==> src/rtl/cdb_arbiter.sv <==
// Common data bus arbiter: two private result FIFOs (ALU side, LSB side)
// drained round-robin onto a single registered CDB broadcast.
module cdb_arbiter #(
  parameter int ADDR_WIDTH = 32,
  parameter int ROB_WIDTH  = 4,
  parameter int FIFO_WIDTH = 2
) (
  input  logic                  clk_in,
  input  logic                  rst_in,
  input  logic                  rdy_in,

  input  logic                  RS2ARB_en,
  input  logic [ROB_WIDTH-1:0]  RS2ARB_ROB_index,
  input  logic [31:0]           RS2ARB_value,
  input  logic [ADDR_WIDTH-1:0] RS2ARB_next_pc,
  output logic                  ARB2RS_full,

  input  logic                  LSB2ARB_en,
  input  logic [ROB_WIDTH-1:0]  LSB2ARB_ROB_index,
  input  logic [31:0]           LSB2ARB_value,
  output logic                  ARB2LSB_full,

  input  logic                  ROB2ARB_clear,

  output logic                  CDB_en,
  output logic [ROB_WIDTH-1:0]  CDB_ROB_index,
  output logic [31:0]           CDB_value,
  output logic [ADDR_WIDTH-1:0] CDB_next_pc,
  output logic                  CDB_src
);

  localparam int FIFO_DEPTH = 1 << FIFO_WIDTH;
  localparam logic [FIFO_WIDTH:0]   CNT_FULL = (FIFO_WIDTH+1)'(FIFO_DEPTH);
  localparam logic [FIFO_WIDTH:0]   CNT_ONE  = (FIFO_WIDTH+1)'(1);
  localparam logic [FIFO_WIDTH-1:0] PTR_ONE  = FIFO_WIDTH'(1);

  localparam logic SRC_ALU = 1'b0;
  localparam logic SRC_LSB = 1'b1;

  // ALU FIFO storage
  logic [ROB_WIDTH-1:0]  alu_idx_mem [FIFO_DEPTH];
  logic [31:0]           alu_val_mem [FIFO_DEPTH];
  logic [ADDR_WIDTH-1:0] alu_pc_mem  [FIFO_DEPTH];
  logic [FIFO_WIDTH-1:0] alu_head, alu_tail;
  logic [FIFO_WIDTH:0]   alu_cnt;

  // LSB FIFO storage
  logic [ROB_WIDTH-1:0]  lsb_idx_mem [FIFO_DEPTH];
  logic [31:0]           lsb_val_mem [FIFO_DEPTH];
  logic [FIFO_WIDTH-1:0] lsb_head, lsb_tail;
  logic [FIFO_WIDTH:0]   lsb_cnt;

  logic last_grant;

  logic alu_valid, lsb_valid;
  logic grant_alu, grant_lsb;
  logic active;
  logic alu_push, lsb_push;
  logic alu_pop, lsb_pop;

  assign ARB2RS_full  = (alu_cnt == CNT_FULL);
  assign ARB2LSB_full = (lsb_cnt == CNT_FULL);

  assign alu_valid = (alu_cnt != '0);
  assign lsb_valid = (lsb_cnt != '0);

  // Round-robin: under contention the source that did not win last time goes.
  assign grant_alu = alu_valid && (!lsb_valid || (last_grant == SRC_LSB));
  assign grant_lsb = lsb_valid && (!alu_valid || (last_grant == SRC_ALU));

  assign active   = rdy_in && !ROB2ARB_clear;
  assign alu_push = active && RS2ARB_en  && !ARB2RS_full;
  assign lsb_push = active && LSB2ARB_en && !ARB2LSB_full;
  assign alu_pop  = active && grant_alu;
  assign lsb_pop  = active && grant_lsb;

  always_ff @(posedge clk_in) begin
    if (alu_push) begin
      alu_idx_mem[alu_tail] <= RS2ARB_ROB_index;
      alu_val_mem[alu_tail] <= RS2ARB_value;
      alu_pc_mem[alu_tail]  <= RS2ARB_next_pc;
    end
    if (lsb_push) begin
      lsb_idx_mem[lsb_tail] <= LSB2ARB_ROB_index;
      lsb_val_mem[lsb_tail] <= LSB2ARB_value;
    end
  end

  always_ff @(posedge clk_in or posedge rst_in) begin
    if (rst_in) begin
      alu_head <= '0;
      alu_tail <= '0;
      alu_cnt  <= '0;
    end else if (rdy_in) begin
      if (ROB2ARB_clear) begin
        alu_head <= '0;
        alu_tail <= '0;
        alu_cnt  <= '0;
      end else begin
        if (alu_push) alu_tail <= alu_tail + PTR_ONE;
        if (alu_pop)  alu_head <= alu_head + PTR_ONE;
        unique case ({alu_push, alu_pop})
          2'b10:   alu_cnt <= alu_cnt + CNT_ONE;
          2'b01:   alu_cnt <= alu_cnt - CNT_ONE;
          default: alu_cnt <= alu_cnt;
        endcase
      end
    end
  end

  always_ff @(posedge clk_in or posedge rst_in) begin
    if (rst_in) begin
      lsb_head <= '0;
      lsb_tail <= '0;
      lsb_cnt  <= '0;
    end else if (rdy_in) begin
      if (ROB2ARB_clear) begin
        lsb_head <= '0;
        lsb_tail <= '0;
        lsb_cnt  <= '0;
      end else begin
        if (lsb_push) lsb_tail <= lsb_tail + PTR_ONE;
        if (lsb_pop)  lsb_head <= lsb_head + PTR_ONE;
        unique case ({lsb_push, lsb_pop})
          2'b10:   lsb_cnt <= lsb_cnt + CNT_ONE;
          2'b01:   lsb_cnt <= lsb_cnt - CNT_ONE;
          default: lsb_cnt <= lsb_cnt;
        endcase
      end
    end
  end

  // Broadcast register; data holds when nothing is granted.
  always_ff @(posedge clk_in or posedge rst_in) begin
    if (rst_in) begin
      CDB_en        <= 1'b0;
      CDB_ROB_index <= '0;
      CDB_value     <= '0;
      CDB_next_pc   <= '0;
      CDB_src       <= SRC_ALU;
      last_grant    <= SRC_LSB;
    end else if (rdy_in) begin
      if (ROB2ARB_clear) begin
        CDB_en <= 1'b0;
      end else if (grant_alu) begin
        CDB_en        <= 1'b1;
        CDB_ROB_index <= alu_idx_mem[alu_head];
        CDB_value     <= alu_val_mem[alu_head];
        CDB_next_pc   <= alu_pc_mem[alu_head];
        CDB_src       <= SRC_ALU;
        last_grant    <= SRC_ALU;
      end else if (grant_lsb) begin
        CDB_en        <= 1'b1;
        CDB_ROB_index <= lsb_idx_mem[lsb_head];
        CDB_value     <= lsb_val_mem[lsb_head];
        CDB_next_pc   <= '0;
        CDB_src       <= SRC_LSB;
        last_grant    <= SRC_LSB;
      end else begin
        CDB_en <= 1'b0;
      end
    end
  end

endmodule

==> config.mk <==
export PLATFORM = sky130hd
export DESIGN_NAME = cdb_arbiter
export DESIGN_NICKNAME = d
export VERILOG_FILES = /design/src/rtl/cdb_arbiter.sv
export SDC_FILE = /design/constraint.sdc
export NUM_CORES = 1
export LEC_CHECK = 0
export BUFFER_PORTS_ARGS = -buffer_cell sky130_fd_sc_hd__buf_2
export CAP_MARGIN = 20
export CORE_UTILIZATION = 59
export CTS_CLUSTER_DIAMETER = 120
export CTS_CLUSTER_SIZE = 20
export DETAILED_ROUTE_END_ITERATION = 12
export PLACE_DENSITY = 0.9
export SYNTH_ARGS = -nofsm -noshare
export SYNTH_HDL_FRONTEND = slang
export SYNTH_SLANG_ARGS = --single-unit
==> constraint.sdc <==
create_clock -name clk_in -period 3.9 [get_ports clk_in]
set_clock_uncertainty 0.2 [all_clocks]
set_input_delay 0.39 -clock clk_in [delete_from_list [all_inputs] [get_ports clk_in]]
set_output_delay 0.39 -clock clk_in [all_outputs]
set_load 0.03 [all_outputs]
==> impl_metrics.json <==
{
  "dieArea_um2": 32800,
  "grt_pass1_vias": 10728,
  "path_class": "reg -> reg",
  "cts_made_buffers": 29,
  "max_stage_delay_ns": 0.80,
  "ir_worst_vdd_v": 0.000465,
  "synth_cells": 933,
  "route.detailed.drc": 0,
  "rr_endpoint": "lsb_cnt[2]",
  "drive_gt1_frac": 0.288,
  "io_pins": 182,
  "crit_path_top_delay_cell": "a211o_1",
  "p_per_area_nw_per_um2": 636,
  "drv_cap": 0,
  "synthArstFlopShare": 0.170,
  "worstHoldPathType": "in -> reg",
  "hold-path-endpoint": "lsb_tail[0]",
  "antenna_found_initial": 4,
  "areaGrowthSynthToFinish_pct": 17.6,
  "ys_ff_latch": 501,
  "cp_top_family": "compound AO/OA/AOI/OAI gates",
  "wl_um": 42100,
  "io_buffers": 181,
  "required_ns": 4.16,
  "ant_nets": 0,
  "rows": 65,
  "n_fill_cell": 1834,
  "tritoncts": "yes",
  "core-area_um2": 31600,
  "p_leak_nw": 8.05,
  "setup_viol": 0,
  "cp_max_fo": 27,
  "crit_top_cell": "a211o_1",
  "place_area_um2": 20300,
  "grt-ovfl-total": 0,
  "rsz0062_at_grt": "false",
  "reg2reg_depth": 6,
  "r2r_start": "lsb_cnt[0]",
  "status": "complete, no violations",
  "wl_per_cell_um": 25.5,
  "crit_path_cell_trace": "nor3_1 -> a211o_1 -> nor2_1 -> fa_1 -> a211o_1 -> a32o_1",
  "period_share": 0.842,
  "initial_core_util": 0.600,
  "finalMaxSlewViolations": 0,
  "hold_path_startpoint": "LSB2ARB_en",
  "dr.pass1.iters": 5,
  "synth_edf_count": 416,
  "finalCriticalPeriod_ns": 3.29,
  "syn_area_um2": 18900,
  "die_w_um": 181,
  "path_clk_slew_ns": 0.08,
  "avgSynthCellArea_um2": 20.3,
  "numClockSinks": 501,
  "grt_start_max_net_pins": 69,
  "viasPerCell": 6.15,
  "critPathBufInv": 0,
  "cts_resized": 0,
  "cts-root-buf": "clkbuf_16",
  "worstSkewPairLatency_ns": 0.57,
  "syn_nets": 1053,
  "whs_path_depth": 3,
  "critPathCaptureType": "flip-flop",
  "whs_ns": 0.0968,
  "final_area_um2": 22300,
  "fin_tns_setup_ns": 0,
  "hold_viol": 0,
  "die_h_um": 181,
  "yosysSeqAreaShare": 0.772,
  "fin_nets": 1342,
  "fin_util": 0.705,
  "start_kind": "flip-flop",
  "synth_ff_type": "edfxtp_1",
  "synth_warnings": 0,
  "worst_slew_pin_slew_ns": 1.12,
  "fmax_mhz": 304,
  "r2r_slack_ns": 0.61,
  "grt_use_total": 0.263,
  "clk_path_buf_depth": 3,
  "drt_iter0_markers": 1098,
  "routabilityCongestion": 0.826,
  "vias": 10172,
  "crit_arrival_ns": 3.55,
  "max-slew-margin-rel": 0.248,
  "htreeDepth": 1,
  "grt_pass1_wl_um": 63900,
  "hpwl_um": 23500,
  "synth_cell_types": 45
}
## Yosys cell counts (all sizes together) (4+ instances only)
master | number | area [um^2]
buf | 24 | 143
mux4 | 104 | 2340
and3 | 4 | 25.0
and2 | 6 | 40.0
a22o | 18 | 158
nand2 | 81 | 304
ha | 9 | 113
nor2 | 6 | 22.5
o21ai | 48 | 240
edfxtp | 416 | 12500
dfrtp | 84 | 2100
mux2i | 36 | 360
inv | 11 | 41.3
nand3 | 19 | 95.1
clkbuf | 27 | 101
## per-layer routing
layer	track usage	share of wire	vias up
met3	0.0447	0.072	133
li1	-	-	4308
met1	0.339	0.38	5174
met2	0.439	0.50	557
met5	0	0	-
met4	0.128	0.047	0
## worst max path at each step
stage	slack (ns)	from	cells past startpoint	to
6_report	0.61	lsb_cnt[0]	6	lsb_cnt[2]
5_1_grt	0.45	lsb_cnt[0]	6	lsb_cnt[2]
4_1_cts	0.66	lsb_cnt[0]	6	lsb_cnt[2]
3_5_place_dp	0.66	lsb_cnt[0]	6	lsb_cnt[2]
3_3_place_gp	0.81	lsb_cnt[0]	6	lsb_cnt[2]
2_1_floorplan	0.63	ROB2ARB_clear	4	alu_idx_mem[1][0]
## logic make-up (layout without fill, tap and decap cells)
kind of cell / Yosys count / after routing / synth area share
buffers and inverters: 62 / 374 / 0.0151
adder cells (fa/ha/maj): 10 / 10 / 0.00701
other: 0 / 6 / 0
flip-flops: 501 / 501 / 0.772
XOR/XNOR: 3 / 3 / 0.00139
AND/OR/NAND/NOR: 130 / 130 / 0.0308
AO/OA/AOI/OAI: 84 / 84 / 0.0289
multiplexers: 143 / 143 / 0.145
## cells in the final DEF, fill, tap and decap left out, drive strengths merged, types with 2 or more instances in the layout
cell,n
edfxtp,416
buf,201
dlygate4sd3,108
mux4,104
dfrtp,84
nand2,81
clkbuf,52
o21ai,48
mux2i,36
nand3,19
a22o,18
inv,13
ha,9
diode,6
nor2,6
and2,6
and3,4
a211o,3
mux2,3
a21oi,3
or3,2
nand2b,2
nor3,2
xnor2,2
nor2b,2
o211ai,2
a31oi,2
o22ai,2
nor3b,2
## per-stage QoR
| step | cells | worst slack (ns) | power, mW |
|---|---|---|---|
| 4_1_cts | 1647 | 0.664 | 14.1 |
| 5_1_grt | 1652 | 0.449 | 14.7 |
| 3_3_place_gp | 1485 | 0.808 | 10.8 |
| 6_report | 1653 | 0.615 | 14.2 |
| 3_5_place_dp | 1485 | 0.656 | 11.0 |
| 2_1_floorplan | 933 | 0.626 | 9.85 |
## area by class of cell
type / count / area [um^2] / area share
Timing Repair Buffer: 309 / 2160 / 0.0971
Clock buffer: 52 / 812 / 0.0365
Sequential cell: 501 / 14600 / 0.657
Tap cell: 402 / 503 / 0.0226
Inverter: 11 / 43.8 / 0.00197
Clock inverter: 2 / 28.8 / 0.00129
Multi-Input combinational cell: 370 / 4070 / 0.183
Antenna cell: 6 / 15.0 / 0.000674
## worst min-delay path, stage by stage
cell and delay (ns):
buf_2 0.11, nand3b_1 0.20, o21ai_0 0.11
## what timing repair did
| action | CTS | global route |
|---|---|---|
| hold buffers | 108 | 0 |
| setup buffers | 0 | 0 |
| endpoints found under the hold margin | 485 | 0 |
## state kept, by name (all words and copies together) (netlist names), 3 cells and up
name	cells
alu_val_mem	128
alu_idx_mem	16
lsb_idx_mem	16
alu_pc_mem	128
lsb_val_mem	128
CDB_ROB_index	4
alu_cnt	3
CDB_next_pc	32
lsb_cnt	3
CDB_value	32
## where the power goes
group          leakage [nW]  total, mW  internal (mW)  switching, mW
Clock                 0.399       3.09           1.43           1.66
Sequential             4.84       7.03           6.33          0.694
Combinational          2.82       4.05           1.85           2.20
Power figures use the tool's default switching activity.
